`config.mk`:
```
export PLATFORM = sky130hd
export DESIGN_NAME = switch_debouncer
export DESIGN_NICKNAME = d
export VERILOG_FILES = /design/src/rtl/debounce_pkg.sv /design/src/rtl/debounce_ch.sv /design/src/rtl/switch_debouncer.sv
export SDC_FILE = /design/constraint.sdc
export NUM_CORES = 1
export LEC_CHECK = 0
export BUFFER_PORTS_ARGS = -buffer_cell sky130_fd_sc_hd__buf_2
export CAP_MARGIN = 20
export CORE_ASPECT_RATIO = 1.5
export CORE_MARGIN = 2
export CORE_UTILIZATION = 31
export CTS_CLUSTER_SIZE = 40
export DETAILED_ROUTE_END_ITERATION = 10
export PLACE_DENSITY = 0.54
export SLEW_MARGIN = 5
export SYNTH_ARGS = -nofsm -noshare
export SYNTH_HDL_FRONTEND = slang
export SYNTH_SLANG_ARGS = --single-unit
```
`constraint.sdc`:
```
create_clock -name clk -period 3 [get_ports clk]
set_clock_uncertainty 0.1 [all_clocks]
set_input_delay 0.9 -clock clk [delete_from_list [all_inputs] [get_ports clk]]
set_output_delay 0.9 -clock clk [all_outputs]
set_load 0.01 [all_outputs]
```
`src/rtl/debounce_pkg.sv`:
```
// Shared definitions for the switch debouncer.
//   db_state_e           : per-channel FSM state encoding (ST_STABLE / ST_COUNTING)
//   DB_CYCLES_DEFAULT    : default qualification window (10 ms at 100 MHz)
//   DB_CYCLES_SIM        : short qualification window used in simulation
package debounce_pkg;

    typedef enum logic {
        ST_STABLE   = 1'b0,
        ST_COUNTING = 1'b1
    } db_state_e;

    localparam int unsigned DB_CYCLES_DEFAULT = 1000000;
    localparam int unsigned DB_CYCLES_SIM     = 8;

endpackage

```
`src/rtl/debounce_ch.sv`:
```
// One debounced switch channel: synchroniser chain, two-state qualification
// FSM with its counter, and (with DEBOUNCE_EDGE_EN defined) edge pulses.
// Ports:
//   clk, rst_n : system clock, asynchronous active-low reset
//   sw_raw     : raw asynchronous switch level
//   sw_db      : debounced level
//   busy       : high while a change is being qualified (COUNTING)
//   sw_rise    : one-cycle pulse on sw_db 0->1 (DEBOUNCE_EDGE_EN only)
//   sw_fall    : one-cycle pulse on sw_db 1->0 (DEBOUNCE_EDGE_EN only)
module debounce_ch
    import debounce_pkg::*;
#(
    parameter int unsigned DB_CYCLES   = DB_CYCLES_DEFAULT,
    parameter int unsigned SYNC_STAGES = 2
) (
    input  logic clk,
    input  logic rst_n,
    input  logic sw_raw,
    output logic sw_db,
    output logic busy
`ifdef DEBOUNCE_EDGE_EN
    ,
    output logic sw_rise,
    output logic sw_fall
`endif
);

    localparam int unsigned CNT_W = $clog2(DB_CYCLES + 1);
    localparam logic [CNT_W-1:0] CNT_MAX = CNT_W'(DB_CYCLES);

    logic [SYNC_STAGES-1:0] sync_q;
    logic                   sync;
    db_state_e              state_q, state_d;
    logic [CNT_W-1:0]       cnt_q, cnt_d;
    logic                   db_q, db_d;

    // NOTE: the synchroniser flops are reset too, so a level sampled before
    // reset can never leak into the qualification after release.
    always_ff @(posedge clk or negedge rst_n) begin
        if (!rst_n) begin
            sync_q <= '0;
        end else begin
            // NOTE: non-blocking so every stage samples the previous stage's
            // old value, giving a true shift chain.
            sync_q <= {sync_q[SYNC_STAGES-2:0], sw_raw};
        end
    end

    assign sync = sync_q[SYNC_STAGES-1];

    always_ff @(posedge clk or negedge rst_n) begin
        if (!rst_n) begin
            state_q <= ST_STABLE;
            cnt_q   <= '0;
            db_q    <= 1'b0;
        end else begin
            state_q <= state_d;
            cnt_q   <= cnt_d;
            db_q    <= db_d;
        end
    end

    always_comb begin
        // NOTE: defaults first so every path assigns every signal (no latches).
        state_d = state_q;
        cnt_d   = cnt_q;
        db_d    = db_q;
        case (state_q)
            ST_STABLE: begin
                if (sync != db_q) begin
                    state_d = ST_COUNTING;
                    cnt_d   = CNT_W'(1);
                end else begin
                    cnt_d = '0;
                end
            end
            ST_COUNTING: begin
                if (sync == db_q) begin
                    // Bounce back: the whole window is discarded.
                    state_d = ST_STABLE;
                    cnt_d   = '0;
                end else if (cnt_q == CNT_MAX) begin
                    db_d    = sync;
                    cnt_d   = '0;
                    state_d = ST_STABLE;
                end else begin
                    cnt_d = cnt_q + CNT_W'(1);
                end
            end
        endcase
    end

    assign sw_db = db_q;
    assign busy  = (state_q == ST_COUNTING);

`ifdef DEBOUNCE_EDGE_EN
    logic prev_q;

    always_ff @(posedge clk or negedge rst_n) begin
        if (!rst_n) begin
            prev_q <= 1'b0;
        end else begin
            prev_q <= db_q;
        end
    end

    // Pulses line up with the first cycle of the new sw_db value.
    assign sw_rise = db_q & ~prev_q;
    assign sw_fall = ~db_q & prev_q;
`else
    // Edge detection not built: no previous-value register, no pulse ports.
`endif

endmodule

```
`src/rtl/switch_debouncer.sv`:
```
// Multi-channel switch debouncer feeding the basic_gates inputs
// (bit 0 -> a, bit 1 -> b). Each channel is an independent debounce_ch.
// Optional feature macro: DEBOUNCE_EDGE_EN adds sw_rise / sw_fall.
// Ports:
//   clk, rst_n : system clock, asynchronous active-low reset
//   sw_raw     : [NUM_CH] raw asynchronous switch levels
//   sw_db      : [NUM_CH] debounced levels
//   busy       : [NUM_CH] channel is qualifying a change
//   sw_rise    : [NUM_CH] sw_db 0->1 pulse (DEBOUNCE_EDGE_EN only)
//   sw_fall    : [NUM_CH] sw_db 1->0 pulse (DEBOUNCE_EDGE_EN only)
module switch_debouncer
    import debounce_pkg::*;
#(
    parameter int unsigned NUM_CH      = 2,
    parameter int unsigned DB_CYCLES   = DB_CYCLES_DEFAULT,
    parameter int unsigned SYNC_STAGES = 2
) (
    input  logic              clk,
    input  logic              rst_n,
    input  logic [NUM_CH-1:0] sw_raw,
    output logic [NUM_CH-1:0] sw_db,
    output logic [NUM_CH-1:0] busy
`ifdef DEBOUNCE_EDGE_EN
    ,
    output logic [NUM_CH-1:0] sw_rise,
    output logic [NUM_CH-1:0] sw_fall
`endif
);

    for (genvar ch = 0; ch < NUM_CH; ch++) begin : g_ch
        debounce_ch #(
            .DB_CYCLES   (DB_CYCLES),
            .SYNC_STAGES (SYNC_STAGES)
        ) u_ch (
            .clk     (clk),
            .rst_n   (rst_n),
            .sw_raw  (sw_raw[ch]),
            .sw_db   (sw_db[ch]),
            .busy    (busy[ch])
`ifdef DEBOUNCE_EDGE_EN
            ,
            .sw_rise (sw_rise[ch]),
            .sw_fall (sw_fall[ch])
`endif
        );
    end

endmodule

```
# Word-level counts from Yosys, hierarchy flattened
# Index checks and enable logic that the tools add are counted.
# totals
register_bits	48
latchBits	0
mem_bits_rw	0
rom_bits	0
input_bits	4
output_inout_bits	4
word_cells	38
n_memories	0
# classes
add_sub_neg	2
mul	0
div_mod_pow	0
magnitude_cmp	0
n_eq_ne	6
shifts	0
mux	16
bitwise	4
n_reduce_logical	2
# ops
cell	count
$mux 20	4
$pmux 20 s2	2
$add 20x1->20 const B	2
$eq 20x20->1 const B	2
$mux 1	8
$reduce_and 3->1	2
$not 1->1	4
$pmux 1 s2	2
$eq 1x1->1	2
$ne 1x1->1	2

# Longest topological paths before layout
# depth
depth_word	4
mapped_depth	7
mapped_depth_nobuf	6

# Cells and area by module
# Synthesis repeated with hierarchy kept, for this count alone.
# unflattened
hier_cells	224
hier_area_um2	2349.8
# modules_own_cells
module	n_inst	cells_each	area_each_um2	seq_area_each_um2
debounce_ch	2	112	1174.9	600.6

# Worst setup path before layout
# Ideal clock, no wire load.
# synth_path
path_type	flip-flop to flip-flop
from	register g_ch[0].u_ch.cnt_q[0]
to	register g_ch[0].u_ch.cnt_q[18]
setup_ns	0.078
arrival_ns	1.926
required_ns	2.822
slack_ns	0.896
path_stages_with_launch	7
path_buffers	1
synth_period_minus_slack_ns	2.104
path_cell_list	dfrtp_1 -> ha_1 -> nand2_1 -> or4_1 -> buf_2 -> or4_1 -> a21oi_1
# synth_between
elab_chain_cells	4
elab_cells_between_ends	5
classes_between	add/sub (1); eq/ne (1); mux (3)
# synth_lines
element	line_no	rtl
from (decl)	debounce_ch.sv:34	logic [CNT_W-1:0] cnt_q, cnt_d;
from (signal assigned)	debounce_ch.sv:58	cnt_q <= cnt_d;
$add 20x1->20 / $eq 20x20->1 (equally long branches)	debounce_ch.sv:87, debounce_ch.sv:82	
$mux 20 *	debounce_ch.sv:82	end else if (cnt_q == CNT_MAX) begin
$mux 20 *	debounce_ch.sv:78	if (sync == db_q) begin
$pmux 20 s2 *	debounce_ch.sv:68	case (state_q)
net g_ch[0].u_ch.cnt_d[18]	debounce_ch.sv:34	
# Mark *: on every way through the listed nets, which the timed path passes. The rest lies on a longest branch.
# A chain may end at the register's enable or synchronous reset.

# Final worst setup path
# Same ends and word-level chain as after synthesis.

==> impl_metrics.toml <==
[route]
firstDrtPassIters = 4
drt_wl_total_um = 4521
num_vias = 1714
ant_nets = 0
drc_errors = 0
viasPerCell = 4.911
initialDrtViolationCount = 60
wire_per_inst_um = 12.95

[final_layout]
final_common_cell = "dfrtp_1"
drive_gt1_share_pct = 9.717
final.fill_count = 795
mostFrequentLayoutCells = "dfrtp_1 (48), nor2_1 (32), nand3_1 (16)"
n_antenna_cell = 0
syn2layout_area_growth_pct = 11.57
nets = 254

[cts]
path_clk_slew_ns = 0.06
cts_setup_buffers = 0
clock-sinks = 48
cts_made_buffers = 5
clockBufferDepth = 2
htreeDepth = 2
clk_latency_ns = 0.28
ctsHoldBuffers = 0
cts_resized = 0
cts-root-buf = "clkbuf_16"
cts_tree = "done"

[sta]
timing.setup.tns_ns = 0
worst_pin_slew_ns = 0.5082
final_max_slew_viol_count = 0
hold_viol = 0
holdWs_ns = 0.2522
fmax_mhz = 439.4
slew_headroom_pct = 66.12
finalCritPeriodShare_pct = 75.87
period_needed_ns = 2.276
setup_violations = 0
rsz0062_at_grt = "no"

[synth]
synth_fp_nets = 249
synth_area_per_cell_um2 = 9.781
synth_seq_cells = 48
synth_warnings = 0
ys_types = 31
ys_seq_area_share_pct = 50.96
syn_area_um2 = 2357
synth_cells = 241

[worst_setup_path]
worst_ep_required_time_ns = 3.11
crit_family = "simple AND/OR/NAND/NOR gates"
worstPathArrival_ns = 2.38
path_cells = "ha_1 -> nand2_1 -> or4_1 -> or4_1 -> a21oi_1"
crit_top_cell = "or4_1"
critPathCaptureType = "flip-flop"
startpoint_type = "flip-flop"
r2r_start = "g_ch[0].u_ch.cnt_q[0]$_DFF_PN0_"
path_class = "reg2reg"
max_stage_delay_ns = 0.63
ff2ff_path_depth = 5
r2r_slack_ns = 0.72
worst_path_max_delay_cell = "or4_1"
crit_buf_inv = 0
r2r-end = "g_ch[0].u_ch.cnt_q[18]$_DFF_PN0_"
crit_path_max_fanout = 7

[grt]
overflow = 0
antenna_found_initial = 0
grt_max_degree = 41
grt_pass1_wl_um = 8293
gr-usage-all-layers_pct = 12.53
grt_pass1_vias = 1821

[run]
cap_violations = 0

[worst_hold_path]
hold_start = "g_ch[1].u_ch.sync_q[0]$_DFF_PN0_"
hold_depth = 0
hold_path.class = "reg2reg"
min_to = "g_ch[1].u_ch.sync_q[1]$_DFF_PN0_"

[floorplan]
die-area_um2 = 8332
start_util_pct = 31.37
dieHeight_um = 110.8
fp-row-count = 39
coreArea_um2 = 7515
ioPinCount = 8
die_w_um = 75.20

[placement]
port_buffers = 7
place.gp.congestion = 0.7561
hpwl_um = 3194

[pwr]
leakage_nw = 1.020
vdd_ir_drop_max_v = 0.0003074
power.density_nw_per_um2 = 482.9

[status]
outcome = "completed"
sequential cells by signal, summed over array words and instances, names as in the netlist:
register / count
g_ch.u_ch.sw_db: 2
g_ch.u_ch.busy: 2
g_ch.u_ch.sync_q: 4
g_ch.u_ch.cnt_q: 40
power breakdown:
part	internal (mW)	switching (mW)	total [mW]
sequential	0.655	0.00728	0.662
clock	0.332	0.234	0.566
combinational	0.0119	0.0300	0.0419
worst max-delay path by stage:
stage / startpoint / endpoint / slack [ns] / depth (start not counted)
global placement: g_ch[0].u_ch.cnt_q[0]$_DFF_PN0_ / g_ch[0].u_ch.cnt_q[18]$_DFF_PN0_ / 0.80 / 5
global route: g_ch[0].u_ch.cnt_q[0]$_DFF_PN0_ / g_ch[0].u_ch.cnt_q[18]$_DFF_PN0_ / 0.57 / 5
finish: g_ch[0].u_ch.cnt_q[0]$_DFF_PN0_ / g_ch[0].u_ch.cnt_q[18]$_DFF_PN0_ / 0.72 / 5
CTS: g_ch[0].u_ch.cnt_q[0]$_DFF_PN0_ / g_ch[0].u_ch.cnt_q[18]$_DFF_PN0_ / 0.70 / 5
floorplan: g_ch[0].u_ch.cnt_q[0]$_DFF_PN0_ / g_ch[0].u_ch.cnt_q[18]$_DFF_PN0_ / 0.90 / 6
detailed placement: g_ch[0].u_ch.cnt_q[0]$_DFF_PN0_ / g_ch[0].u_ch.cnt_q[18]$_DFF_PN0_ / 0.70 / 5
per-stage QoR:
stage                     area (um^2)  total power, mW  setup WS, ns  instances  utilization (%)
after floorplan                  2357           0.6942        0.8962        241                -
after global placement           2480           0.7179        0.8029        341            33.00
after detailed placement         2480           0.7185        0.7028        341            33.00
after CTS                        2630            1.292        0.7030        349            35.00
after global routing             2630            1.322        0.5700        349            35.00
final                            2630            1.270        0.7239        349            35.00
cells in the mapped netlist:
master,n,area (um^2)
dfrtp_1,48,1201
nor2_1,32,120.1
nand3_1,16,80.08
xor2_1,14,122.6
nand2_1,13,48.80
a21oi_1,12,60.06
xnor2_1,12,105.1
inv_1,11,41.29
nand4_1,9,56.30
or3_1,9,56.30
o21ai_0,8,40.04
clkbuf_1,6,22.52
or4_1,6,45.04
and4_1,5,43.79
nor3_1,5,25.02
nor4_1,5,31.28
buf_4,4,30.03
ha_1,4,50.05
nor4b_1,4,35.03
o31ai_1,4,30.03
a211oi_1,2,15.01
buf_2,2,10.01
mux2_2,2,22.52
and2_1,1,6.260
and3_1,1,6.260
and3_2,1,7.510
and4_2,1,10.01
nand4_2,1,12.51
o21ai_1,1,5.000
o21ai_2,1,8.760
or4_2,1,8.760
area by class of cell:
| type | count | area [um^2] | area share [%] |
|---|---|---|---|
| inverters | 11 | 41.29 | 1.570 |
| repair buffers | 10 | 57.56 | 2.188 |
| well taps | 102 | 127.6 | 4.853 |
| flip-flops and latches | 48 | 1201 | 45.67 |
| clock buffers | 7 | 142.6 | 5.423 |
| clock inverters | 1 | 7.507 | 0.2854 |
| multi-input cells | 170 | 1052 | 40.01 |
cell families after synthesis:
group                    synth area share, %
AO/OA/AOI/OAI                          6.741
AND/OR/NAND/NOR                        25.16
XOR/XNOR                               9.660
flip-flops                             50.96
adder cells (fa/ha/maj)                2.123
buffers and inverters                  4.406
multiplexers                          0.9553
metal layers:
layer / global-route usage, % / up-vias / part of all wire (%)
li1: - / 853 / -
met1: 14.41 / 843 / 43
met2: 21.64 / 10 / 53
met3: 2.727 / 8 / 1.7
met4: 5.263 / 0 / 2.1
met5: 0 / - / 0
Note: power is estimated with default switching activity, not from simulation.
